**src/rtl/mem_2r1w_port_arbiter.sv**
```systemverilog
// Arbitrates a core (read/masked-write) and a snoop (read-only) requester onto a 2R1W memory macro.
// Latency: grant is same-cycle combinational; read data appears on rsp_data_o one cycle after grant.
// Backpressure: each port owns one response slot; a read is only granted when that slot is free or being consumed.
module mem_2r1w_port_arbiter #(
    parameter int width_p        = 32,
    parameter int els_p          = 64,
    parameter int starve_limit_p = 4,
    localparam int addr_width_lp = $clog2(els_p),
    localparam int cnt_width_lp  = $clog2(starve_limit_p + 1)
) (
    input  logic                     clk_i,
    input  logic                     nreset_i,

    input  logic                     core_v_i,
    input  logic                     core_w_i,
    input  logic [addr_width_lp-1:0] core_addr_i,
    input  logic [width_p-1:0]       core_mask_i,
    input  logic [width_p-1:0]       core_data_i,
    output logic                     core_ready_o,
    output logic                     core_rsp_v_o,
    output logic [width_p-1:0]       core_rsp_data_o,
    input  logic                     core_rsp_yumi_i,

    input  logic                     snoop_v_i,
    input  logic [addr_width_lp-1:0] snoop_addr_i,
    output logic                     snoop_ready_o,
    output logic                     snoop_rsp_v_o,
    output logic [width_p-1:0]       snoop_rsp_data_o,
    input  logic                     snoop_rsp_yumi_i,

    output logic                     mem_a_v_o,
    output logic                     mem_a_w_o,
    output logic [addr_width_lp-1:0] mem_a_addr_o,
    output logic [width_p-1:0]       mem_a_mask_o,
    output logic [width_p-1:0]       mem_a_data_o,
    input  logic [width_p-1:0]       mem_a_data_i,

    output logic                     mem_b_v_o,
    output logic [addr_width_lp-1:0] mem_b_addr_o,
    input  logic [width_p-1:0]       mem_b_data_i
);

    logic                    w_cw;
    logic                    w_core_slot_free;
    logic                    w_snoop_slot_free;
    logic                    w_core_ok;
    logic                    w_snoop_ok;
    logic                    w_starved;
    logic                    w_core_gnt;
    logic                    w_snoop_gnt;

    logic [cnt_width_lp-1:0] r_starve_cnt;

    // r_*_pend: read granted last cycle, data is live on the macro output now.
    // r_*_hold_v: response was not consumed on arrival and now lives in r_*_hold.
    logic                    r_core_pend;
    logic                    r_core_hold_v;
    logic [width_p-1:0]      r_core_hold;
    logic                    r_snoop_pend;
    logic                    r_snoop_hold_v;
    logic [width_p-1:0]      r_snoop_hold;

    // Responses are suppressed while reset is asserted so an in-flight read never surfaces.
    assign core_rsp_v_o     = nreset_i & (r_core_pend | r_core_hold_v);
    assign core_rsp_data_o  = r_core_hold_v ? r_core_hold : mem_a_data_i;
    assign snoop_rsp_v_o    = nreset_i & (r_snoop_pend | r_snoop_hold_v);
    assign snoop_rsp_data_o = r_snoop_hold_v ? r_snoop_hold : mem_b_data_i;

    assign w_cw              = core_v_i & core_w_i;
    assign w_core_slot_free  = ~core_rsp_v_o | core_rsp_yumi_i;
    assign w_snoop_slot_free = ~snoop_rsp_v_o | snoop_rsp_yumi_i;
    assign w_core_ok         = nreset_i & core_v_i & (core_w_i | w_core_slot_free);
    assign w_snoop_ok        = nreset_i & snoop_v_i & w_snoop_slot_free;
    assign w_starved         = (r_starve_cnt == cnt_width_lp'(starve_limit_p));

    // A core write and a snoop read cannot share the macro; the write wins until snoop has waited long enough.
    assign w_core_gnt  = w_core_ok & ~(w_cw & w_snoop_ok & w_starved);
    assign w_snoop_gnt = w_snoop_ok & ~(w_cw & ~w_starved);

    assign core_ready_o  = w_core_gnt;
    assign snoop_ready_o = w_snoop_gnt;

    assign mem_a_v_o    = w_core_gnt;
    assign mem_a_w_o    = core_w_i;
    assign mem_a_addr_o = core_addr_i;
    assign mem_a_mask_o = core_mask_i;
    assign mem_a_data_o = core_data_i;
    assign mem_b_v_o    = w_snoop_gnt;
    assign mem_b_addr_o = snoop_addr_i;

    // Count consecutive cycles a ready-to-go snoop loses to a core write; clear on snoop grant or idle.
    always_ff @(posedge clk_i) begin
        if (!nreset_i) begin
            r_starve_cnt <= '0;
        end else if (!snoop_v_i || w_snoop_gnt) begin
            r_starve_cnt <= '0;
        end else if (w_snoop_ok && w_cw && !w_starved) begin
            r_starve_cnt <= r_starve_cnt + 1'b1;
        end
    end

    // Core response slot: track the in-flight read and park unconsumed data in the hold register.
    always_ff @(posedge clk_i) begin
        if (!nreset_i) begin
            r_core_pend   <= 1'b0;
            r_core_hold_v <= 1'b0;
        end else begin
            r_core_pend   <= w_core_gnt & ~core_w_i;
            r_core_hold_v <= core_rsp_v_o & ~core_rsp_yumi_i;
            if (r_core_pend && !core_rsp_yumi_i) begin
                r_core_hold <= mem_a_data_i;
            end
        end
    end

    // Snoop response slot: same scheme as the core slot, fed from macro port B.
    always_ff @(posedge clk_i) begin
        if (!nreset_i) begin
            r_snoop_pend   <= 1'b0;
            r_snoop_hold_v <= 1'b0;
        end else begin
            r_snoop_pend   <= w_snoop_gnt;
            r_snoop_hold_v <= snoop_rsp_v_o & ~snoop_rsp_yumi_i;
            if (r_snoop_pend && !snoop_rsp_yumi_i) begin
                r_snoop_hold <= mem_b_data_i;
            end
        end
    end

    // Catch requesters consuming a response that does not exist, and any write/read overlap on the macro.
    always_ff @(posedge clk_i) begin
        if (nreset_i) begin
            assert (!(core_rsp_yumi_i && !core_rsp_v_o));
            assert (!(snoop_rsp_yumi_i && !snoop_rsp_v_o));
            assert (!(mem_a_v_o && mem_a_w_o && mem_b_v_o));
        end
    end

endmodule

```
**config.mk**
```make
export PLATFORM = sky130hd
export DESIGN_NAME = mem_2r1w_port_arbiter
export DESIGN_NICKNAME = d
export VERILOG_FILES = /design/src/rtl/mem_2r1w_port_arbiter.sv
export SDC_FILE = /design/constraint.sdc
export NUM_CORES = 1
export LEC_CHECK = 0
export CAP_MARGIN = 10
export CELL_PAD_IN_SITES_DETAIL_PLACEMENT = 1
export CELL_PAD_IN_SITES_GLOBAL_PLACEMENT = 2
export CORE_MARGIN = 2
export CORE_UTILIZATION = 17
export CTS_BUF_LIST = sky130_fd_sc_hd__clkbuf_4
export CTS_CLUSTER_SIZE = 16
export DETAILED_ROUTE_END_ITERATION = 10
export PLACE_DENSITY = 0.83
export SLEW_MARGIN = 5
export SYNTH_ARGS = -nofsm -noshare
export SYNTH_HDL_FRONTEND = slang
export SYNTH_SLANG_ARGS = --single-unit
```
**constraint.sdc**
```tcl
create_clock -name clk_i -period 1.65 [get_ports clk_i]
set_input_delay 0.495 -clock clk_i [delete_from_list [all_inputs] [get_ports clk_i]]
set_output_delay 0.495 -clock clk_i [all_outputs]
set_load 0.01 [all_outputs]
```
==> results_dict.tcl, run 1 <==
set metrics [dict create \
    final_cell_mix "buf_6, clkdlybuf4s50_1, mux2_4, edfxtp_1, buf_4" \
    yosysWarnings 0 \
    syn-num-nets 404 \
    synth_ff_type "edfxtp_1" \
    num_rows 53 \
    antenna_found_initial 1 \
    synth_cell_types 24 \
    final_util_pct 28.1 \
    p_int_mw 3.02 \
    failed_checks "negative setup slack" \
    cts_tree "yes" \
    p_per_area_mw_per_mm2 675 \
    ys_seq_area_share_pct 56.7 \
    dpl.hpwl_mm 7.28 \
    final-instance-count-excl-fill 658 \
    p_seq_share_pct 49.9 \
    synth-seq-cells 71 \
    drive_gt1_share_pct 57.6 \
    grt_max_degree 33 \
    clk_pin_slew_worst_paths_ns 0.12 \
    tightest_slew_ns 0.297 \
    syn_to_final_growth_pct 62.7 \
    gp_congestion 0.759 \
    clk-insertion-delay-late_ns 0.43 \
    p_sw_share_pct 24.3 \
    clockPowerShare_pct 27.9 \
    power.switching_mw 0.972 \
    cts_buffers 9 \
    wl_per_cell_um 17.3 \
    async_flop_share_pct 0 \
    hold_class "reg -> reg" \
    dieWidth_um 150 \
    wirelength_mm 11.4 \
    hold_slack_ns 0.488 \
    cp.arrival_ns 1.63 \
    rsz0062_at_grt "yes" \
    pwr-share-comb_pct 22.2 \
    mostFrequentLayoutCell "buf_6" \
    fmax_mhz 471 \
    setup_viol 70 \
    final_antenna_net_count 0 \
    grt_overflow 0 \
    fin_crit_sh_pct 129 \
    cp_max_fo 4 \
    cts_root_buffer "clkbuf_4" \
    finalClockSkew_ns 0.00880 \
    syn_inst 255 \
    tns_ns -26.46 \
    drt_iter0_drc 54 \
    ios 294 \
    netlist_area_sq_mm 0.00363 \
    core_area_sq_mm 0.0210 \
    p_leak_nw 2.28 \
    portBuffers 141 \
    period_needed_ns 2.12 \
    drv_slew 0 \
    hold_violations 0 \
    fp.dieH_um 150 \
    htree_num_levels 3 \
    synth_edf_count 64 \
    grt_pass1_wl_mm 16.6 \
    critPathKind "in -> out" \
    dieArea_sq_mm 0.0226 \
    clock_path_buffers 2 \
    grt_use_total_pct 10.1 \
    worstSetupStartpointType "input port" \
    postSynthAreaPerCell_sq_um 14.3 \
    vias 2417 \
    first_pass_iters 4 \
    final_nets 526 \
    start_util_pct 17.3 \
    via_per_inst 3.67 \
    status "finished, violations left" \
    max_slew_margin_pct 80.2 \
    drc_errors 0 \
    cap_violations 0 \
    crit_required_ns 1.15 \
    peakVddDrop_uv 290 \
    cts.sinks 71 \
    grt_pass1_vias 2710 \
    dp_cells 622 \
    endpoint_kind "primary output" \
    fin_ws_ns -0.473 \
]
## kinds of logic after synthesis
family,synth area share (%)
AO/OA/AOI/OAI,1.96
adder cells (fa/ha/maj),0.688
buffers and inverters,17.7
flip-flops,56.7
multiplexers,19.8
AND/OR/NAND/NOR,3.13
## worst paths after layout
path | from | endpoint | slack [ns] | depth (start not counted)
max reg2reg | r_snoop_hold_v$_SDFF_PN0_ | r_starve_cnt[2]$_SDFFE_PP0P_ | 0.13 | 7
min reg2reg | r_starve_cnt[0]$_SDFFE_PP0P_ | r_starve_cnt[0]$_SDFFE_PP0P_ | 0.49 | 2
max | snoop_v_i | mem_a_v_o | -0.47 | 5
min | r_starve_cnt[0]$_SDFFE_PP0P_ | r_starve_cnt[0]$_SDFFE_PP0P_ | 0.49 | 2
## critical path: stages
cell and delay [ns]:
clkdlybuf4s50_1 0.50, nand2_2 0.09, o21ba_4 0.26, a41oi_2 0.12
buf_2 0.16
## synth_stat cells (all sizes together) (2+ instances only)
cell type   n  share of area, %
mux2       64                20
and3b       2              0.55
a21oi       4              0.55
inv         3              0.31
nor2        5              0.72
nor3b       2              0.41
clkbuf      2              0.21
edfxtp     64                53
nand2       4              0.48
nand3       3              0.41
buf        85                17
nor2b       2              0.34
dfxtp       7               3.9
ha          2              0.69
## layer usage
metal | GRT usage, % | part of all wire, % | vias up
met5 | 0 | 0 | -
met4 | 4.95 | 3.5 | 0
met3 | 4.64 | 10 | 35
met2 | 18.5 | 53 | 151
met1 | 9.53 | 34 | 1149
li1 | - | - | 1082
## final cells by class
| type | count | area [sq um] |
|---|---|---|
| well taps | 275 | 344 |
| diodes | 1 | 2.50 |
| flip-flops and latches | 71 | 2070 |
| repair buffers | 198 | 2130 |
| clock buffers | 9 | 67.6 |
| fillers | 2258 | 15100 |
| inverters | 3 | 11.3 |
| clock inverters | 7 | 62.6 |
| multi-input cells | 94 | 1220 |
## power by group through the flow
stage               clock, mW  combinational (mW)  sequential, mW
floorplan                   0               0.413            2.03
global placement            0               0.710            2.03
detailed placement          0               0.723            2.03
CTS                      1.21               0.879            1.99
global route             1.27               0.943            2.00
finish                   1.11               0.887            1.99
## metrics by stage
step	setup slack [ns]	instance area, sq um	total power [mW]
finish	-0.473	5910	3.99
detailed placement	-0.960	5110	2.76
floorplan	-0.00202	3650	2.44
global route	-0.581	5910	4.21
CTS	-0.580	5870	4.08
global placement	-0.913	5110	2.74
## timing repair
item,in CTS,in global routing
endpoints found under the setup margin,71,70
cloned,6,0
hold buffers,0,0
pin swaps,3,0
resized for setup,435,15
buffers inserted,12,6
## flip-flops by register name (all words and copies together), names as in the netlist
register        cells
r_core_hold        32
r_snoop_hold       32
r_starve_cnt        3
r_core_hold_v       1
r_core_pend         1
r_snoop_hold_v      1
r_snoop_pend        1
(Power assumes the default switching activity.)
==> run 2, diff against run 1 <==
--- a/config.mk
+++ b/config.mk
@@ -5,15 +5,16 @@
 export SDC_FILE = /design/constraint.sdc
 export NUM_CORES = 1
 export LEC_CHECK = 0
+export ABC_AREA = 1
 export CAP_MARGIN = 10
 export CELL_PAD_IN_SITES_DETAIL_PLACEMENT = 1
 export CELL_PAD_IN_SITES_GLOBAL_PLACEMENT = 2
 export CORE_MARGIN = 2
-export CORE_UTILIZATION = 17
+export CORE_UTILIZATION = 19
 export CTS_BUF_LIST = sky130_fd_sc_hd__clkbuf_4
 export CTS_CLUSTER_SIZE = 16
 export DETAILED_ROUTE_END_ITERATION = 10
-export PLACE_DENSITY = 0.83
+export PLACE_DENSITY = 0.94
 export SLEW_MARGIN = 5
 export SYNTH_ARGS = -nofsm -noshare
 export SYNTH_HDL_FRONTEND = slang
==> constraint.sdc (replaced) <==
create_clock -name clk_i -period 2.7 [get_ports clk_i]
set_input_delay 0.81 -clock clk_i [delete_from_list [all_inputs] [get_ports clk_i]]
set_output_delay 0.81 -clock clk_i [all_outputs]
set_load 0.01 [all_outputs]
==> run 2 against run 1 <==
The flow now finishes without violations. Final area decreased by 14%. Core utilization decreased by 1.7 points. Synthesized cell count increased by 61%. Synthesized area increased by 2.5%. Clock power decreased by 48%. Critical path depth increased by 2.
==> results_dict.tcl, run 2 <==
set metrics [dict create \
    start_util_pct 19.3 \
    gp_congestion 0.719 \
    fin_crit_sh_pct 96.8 \
    synth_common_cells "nand2_1, buf_4, edfxtp_1" \
    tightest_slew_ns 0.359 \
    synth_cell_types 23 \
    antenna_found_initial 2 \
    setup_viol 0 \
    fill_cells 2282 \
    final_cell_mix "nand2_1, dlygate4sd2_1, clkdlybuf4s50_1, edfxtp_1, buf_4" \
    endpoint_kind "primary output" \
    holdPathStages 2 \
    status "completed" \
    async_flop_share_pct 0 \
    largestRegisters "r_core_hold: 32 flops, r_snoop_hold: 32 flops, r_starve_cnt: 3 flops" \
    core_area_sq_mm 0.0193 \
    multi_input_area_sq_um 955 \
    syn_to_final_growth_pct 36.9 \
    reg2reg_depth 9 \
    cp_max_fo 3 \
    peakVddDrop_uv 152 \
    via_per_inst 3.72 \
    finalClockSkew_ns 0.0123 \
    cts_buffers 9 \
    yosysWarnings 0 \
    postSynthAreaPerCell_sq_um 9.09 \
    syn_inst 410 \
    hold_violations 0 \
    drt_iter0_drc 86 \
    dieArea_sq_mm 0.0208 \
    critPathKind "in -> out" \
    p_leak_nw 2.25 \
    place_ws_ns -0.540 \
    portBuffers 141 \
    sequential_cell_area_sq_mm 0.00206 \
    period_needed_ns 2.61 \
    final-instance-count-excl-fill 770 \
    fmax_mhz 383 \
    synth-seq-cells 71 \
    first_pass_iters 4 \
    grt_pass1_vias 3046 \
    synthMostInstantiatedCell "nand2_1" \
    netlist_area_sq_mm 0.00373 \
    final_area_sq_mm 0.00510 \
    hold_class "reg -> reg" \
    cap_violations 0 \
    drc_errors 0 \
    fin_ws_ns 0.0876 \
    wirelength_mm 10.4 \
    clk_pin_slew_worst_paths_ns 0.11 \
    final_antenna_net_count 0 \
    wl_per_cell_um 13.4 \
    placed_cell_area_sq_mm 0.00509 \
    hold_buffers 0 \
    p_per_area_mw_per_mm2 427 \
    grt_use_total_pct 10.2 \
    clk-insertion-delay-late_ns 0.43 \
    num_rows 51 \
    dieWidth_um 144 \
    rsz0062_at_grt "no" \
    grt_max_degree 34 \
    cts_root_buffer "clkbuf_4" \
    crit_required_ns 1.89 \
    grt_overflow 0 \
    max_slew_margin_pct 76.0 \
    clock_path_buffers 2 \
    synth_edf_count 64 \
    worstReg2RegStart "r_starve_cnt[0]$_SDFFE_PP0P_" \
    fp.dieH_um 144 \
    cts.sinks 71 \
    timing.critical_path.from "snoop_v_i" \
    htree_num_levels 3 \
    hold_slack_ns 0.526 \
    vias 2861 \
    syn-num-nets 559 \
    mostFrequentLayoutCell "nand2_1" \
    ys_seq_area_share_pct 55.3 \
    cts_tree "yes" \
    drv_slew 0 \
    cp.arrival_ns 1.80 \
    dpl.hpwl_mm 7.46 \
    worstSetupStartpointType "input port" \
    grt_pass1_wl_mm 16.0 \
    post_cts_buffers 0 \
    drive_gt1_share_pct 12.7 \
    dp_cells 754 \
    final_nets 649 \
    synth_area_leaders "edfxtp_1, nand2_1, buf_4" \
    synth_top_area_share_pct 51.6 \
    hold_path_startpoint "r_starve_cnt[2]$_SDFFE_PP0P_" \
    ios 294 \
    synth_ff_type "edfxtp_1" \
    yosysTopAreaCell "edfxtp_1" \
]
run 2: cell count changes in the layout (fill, tap and decap cells not counted), sizes merged, moves of 3 or more:
cell and change:
buf -93, nand2 +202, inv +12, mux2 -64, nor2 +3, dlygate4sd2 +68
run 2: what timing repair did:
action,CTS,global route
setup endpoints to repair,71,2
pin swaps,0,0
resized for setup,91,1
hold endpoints to repair,0,0
run 2: power breakdown:
group	switching, mW	internal, mW	total [mW]
registers	0.00409	1.21	1.22
clock network	0.387	0.187	0.575
logic	0.175	0.212	0.387
total	0.567	1.61	2.18
run 2: critical path: stages:
cell and delay [ns]:
clkdlybuf4s50_1 0.45, nand2_1 0.06, inv_2 0.08, nand2_4 0.06
buf_4 0.12, nor2_2 0.09, buf_2 0.14
run 2: metal layers:
metal  vias to the layer above  GRT usage, %  wire, um  part of all wire [%]
met5                         -             0         0                     0
met4                         0          3.77       152                   1.5
met3                         9          5.30      1050                    10
met2                       146          16.2      4840                    47
met1                      1310          11.8      4320                    42
li1                       1396             -         -                     -
run 2: final timing paths:
path	endpoint	slack, ns
setup / recovery	mem_b_v_o	0.09
hold / removal	r_starve_cnt[2]$_SDFFE_PP0P_	0.53
setup reg to reg	r_starve_cnt[1]$_SDFFE_PP0P_	1.24
hold reg to reg	r_starve_cnt[2]$_SDFFE_PP0P_	0.53
run 2: through the flow:
stage | TNS [ns] | util (%) | power (mW)
after floorplan | -54.70 | - | 1.49
after global placement | -6.72 | 26.3 | 1.68
after detailed placement | -7.26 | 26.3 | 1.69
after CTS | 0 | 26.4 | 2.24
after global routing | 0 | 26.4 | 2.32
final | 0 | 26.4 | 2.18
run 2: kinds of logic (layout without fill, tap and decap cells):
| family | after synthesis | in the layout | synth area share, % |
|---|---|---|---|
| AO/OA/AOI/OAI | 5 | 5 | 0.772 |
| XOR/XNOR | 1 | 1 | 0.437 |
| adder cells (fa/ha/maj) | 2 | 2 | 0.671 |
| buffers and inverters | 110 | 204 | 19.5 |
| flip-flops | 71 | 71 | 55.3 |
| other | 0 | 1 | 0 |
| AND/OR/NAND/NOR | 221 | 221 | 23.3 |
run 2: cell type report:
| type | instances | area share, % |
|---|---|---|
| Sequential cell | 71 | 40.4 |
| Timing Repair Buffer | 172 | 31.1 |
| Multi-Input combinational cell | 229 | 18.7 |
| Tap cell | 265 | 6.50 |
| Clock buffer | 10 | 1.47 |
| Inverter | 17 | 1.28 |
| Clock inverter | 5 | 0.515 |
| Antenna cell | 1 | 0.0491 |
==> run 3, diff against run 2 <==
--- a/config.mk
+++ b/config.mk
@@ -5,16 +5,15 @@
 export SDC_FILE = /design/constraint.sdc
 export NUM_CORES = 1
 export LEC_CHECK = 0
-export ABC_AREA = 1
 export CAP_MARGIN = 10
 export CELL_PAD_IN_SITES_DETAIL_PLACEMENT = 1
 export CELL_PAD_IN_SITES_GLOBAL_PLACEMENT = 2
 export CORE_MARGIN = 2
-export CORE_UTILIZATION = 19
+export CORE_UTILIZATION = 21
 export CTS_BUF_LIST = sky130_fd_sc_hd__clkbuf_4
 export CTS_CLUSTER_SIZE = 16
 export DETAILED_ROUTE_END_ITERATION = 10
-export PLACE_DENSITY = 0.94
+export PLACE_DENSITY_LB_ADDON = 0.1
 export SLEW_MARGIN = 5
 export SYNTH_ARGS = -nofsm -noshare
 export SYNTH_HDL_FRONTEND = slang
==> run 3 against run 2 <==
Sequential share of layout area down 1.2 points. Total power up 16%. Flip-flop and latch count unchanged. Via count down 20%. Sequential power about the same. Non-clock buffer count up 7. Clock power up 59%. Combinational power up 4%.
==> results_dict.tcl, run 3 (same netlist as run 1, synthesis figures left out) <==
set metrics [dict create \
    status "completed" \
    wirelength_mm 10.2 \
    tightest_slew_ns 0.291 \
    drv_slew 0 \
    cp.arrival_ns 1.83 \
    fin_crit_sh_pct 97.9 \
    crit_family "buffers and inverters" \
    cts.sinks 71 \
    first_pass_iters 4 \
    p_per_area_mw_per_mm2 481 \
    clock_path_buffers 2 \
    hold_class "reg -> reg" \
    final_antenna_net_count 0 \
    clk_pin_slew_worst_paths_ns 0.12 \
    num_rows 48 \
    crit_buf_inv 3 \
    wl_per_cell_um 17.2 \
    peakVddDrop_uv 166 \
    dp_cells 571 \
    final_cell_mix "clkdlybuf4s50_1, edfxtp_1, mux2_2, dlygate4sd2_1, buf_4" \
    syn_to_final_growth_pct 44.8 \
    drt_iter0_drc 94 \
    cp_max_fo 4 \
    sequential_cell_area_sq_mm 0.00207 \
    setup_viol 0 \
    worstReg2RegStart "r_snoop_hold_v$_SDFF_PN0_" \
    fmax_mhz 378 \
    clockPowerShare_pct 36.1 \
    finalPower_mw 2.53 \
    place_ws_ns -0.584 \
    cts_root_buffer "clkbuf_4" \
    p_seq_share_pct 48.1 \
    dieWidth_um 136 \
    grt_max_degree 33 \
    clk-insertion-delay-late_ns 0.45 \
    vias 2293 \
    grt_overflow 0 \
    p_int_mw 1.94 \
    cts_tree "yes" \
    final_nets 507 \
    ios 294 \
    timing.critical_path.from "nreset_i" \
    multi_input_area_sq_um 958 \
    hold_violations 0 \
    rsz0062_at_grt "no" \
    fill_cells 1846 \
    fp.dieH_um 136 \
    hold_path_startpoint "r_starve_cnt[0]$_SDFFE_PP0P_" \
    cts_buffers 9 \
    htree_num_levels 3 \
    period_needed_ns 2.64 \
    core_area_sq_mm 0.0171 \
    portBuffers 141 \
    placed_cell_area_sq_mm 0.00500 \
    endpoint_kind "primary output" \
    max_slew_margin_pct 80.6 \
    cap_violations 0 \
    power.switching_mw 0.593 \
    largestRegisters "r_core_hold: 32 flops, r_snoop_hold: 32 flops, r_starve_cnt: 3 flops" \
    path_cells "clkdlybuf4s15_2 -> buf_4 -> nor2b_1 -> clkdlybuf4s50_1" \
    crit_required_ns 1.89 \
    critPathKind "in -> out" \
    grt_pass1_vias 2342 \
    grt_pass1_wl_mm 14.9 \
    antenna_found_initial 1 \
    grt_use_total_pct 11.0 \
    start_util_pct 21.2 \
    drive_gt1_share_pct 36.9 \
    p_leak_nw 2.10 \
    final_area_sq_mm 0.00526 \
    hold_slack_ns 0.474 \
    pwr-share-comb_pct 15.8 \
    via_per_inst 3.89 \
    worstSetupStartpointType "input port" \
    mostFrequentLayoutCell "clkdlybuf4s50_1" \
    dieArea_sq_mm 0.0184 \
    crit_slowest_cell "clkdlybuf4s50_1" \
    fin_ws_ns 0.0575 \
    drc_errors 0 \
    gp_congestion 0.690 \
    dpl.hpwl_mm 7.49 \
    final-instance-count-excl-fill 589 \
    cp_slowest_stage_delay_ns 0.54 \
    finalClockSkew_ns 0.0337 \
    hold_buffers 0 \
    p_sw_share_pct 23.4 \
]
run 3: cell count changes in the layout (fill, tap and decap cells not counted), sizes merged, moves of 4 or more:
cell and change:
dlygate4sd2 -29, clkdlybuf4s15 +4, buf +5, nand2 -202, mux2 +64, inv -12
dlymetal6s2s +26
run 3: final timing paths:
check / slack (ns) / end / cells after the start
setup / recovery: 0.06 / core_rsp_v_o / 4
hold / removal: 0.47 / r_starve_cnt[0]$_SDFFE_PP0P_ / 2
setup reg to reg: 1.35 / r_starve_cnt[2]$_SDFFE_PP0P_ / 5
hold reg to reg: 0.47 / r_starve_cnt[0]$_SDFFE_PP0P_ / 2
run 3: area by class of cell:
class | instances | area share [%]
Antenna cell | 1 | 0.0476
Clock buffer | 9 | 1.28
Clock inverter | 7 | 2.28
Inverter | 3 | 0.214
Multi-Input combinational cell | 94 | 18.2
Sequential cell | 71 | 39.3
Tap cell | 225 | 5.35
Timing Repair Buffer | 179 | 33.4
run 3: power groups by stage:
stage	sequential, mW	clock, mW	combinational [mW]
after global placement	1.24	0	0.436
after floorplan	1.24	0	0.251
final	1.22	0.913	0.401
after CTS	1.22	0.968	0.417
after detailed placement	1.24	0	0.438
after global routing	1.22	1.00	0.431
run 3: metrics by stage:
step,setup TNS [ns],utilization (%)
floorplan,0,-
global placement,-8.93,29.2
detailed placement,-9.23,29.2
CTS,-2.99,30.3
global route,0,30.7
finish,0,30.7
run 3: routing by layer:
metal / vias to the layer above / global-route usage (%) / wire (um)
met1: 1113 / 13.0 / 4120
met3: 41 / 3.03 / 714
met2: 88 / 17.4 / 4950
met5: - / 0 / 0
met4: 0 / 7.18 / 372
li1: 1051 / - / -
run 3: worst min-delay path, stage by stage (launching register included):
cell	delay (ns)
dfxtp_2	0.35
nand2_1	0.05
a21oi_1	0.05
run 3: repair_timing:
item / in CTS / in global routing
cloned: 0 / 0
endpoints found under the hold margin: 0 / 0
endpoints found under the setup margin: 71 / 30
pin swaps: 2 / 0
buffers inserted: 1 / 0
gates resized for setup: 70 / 32
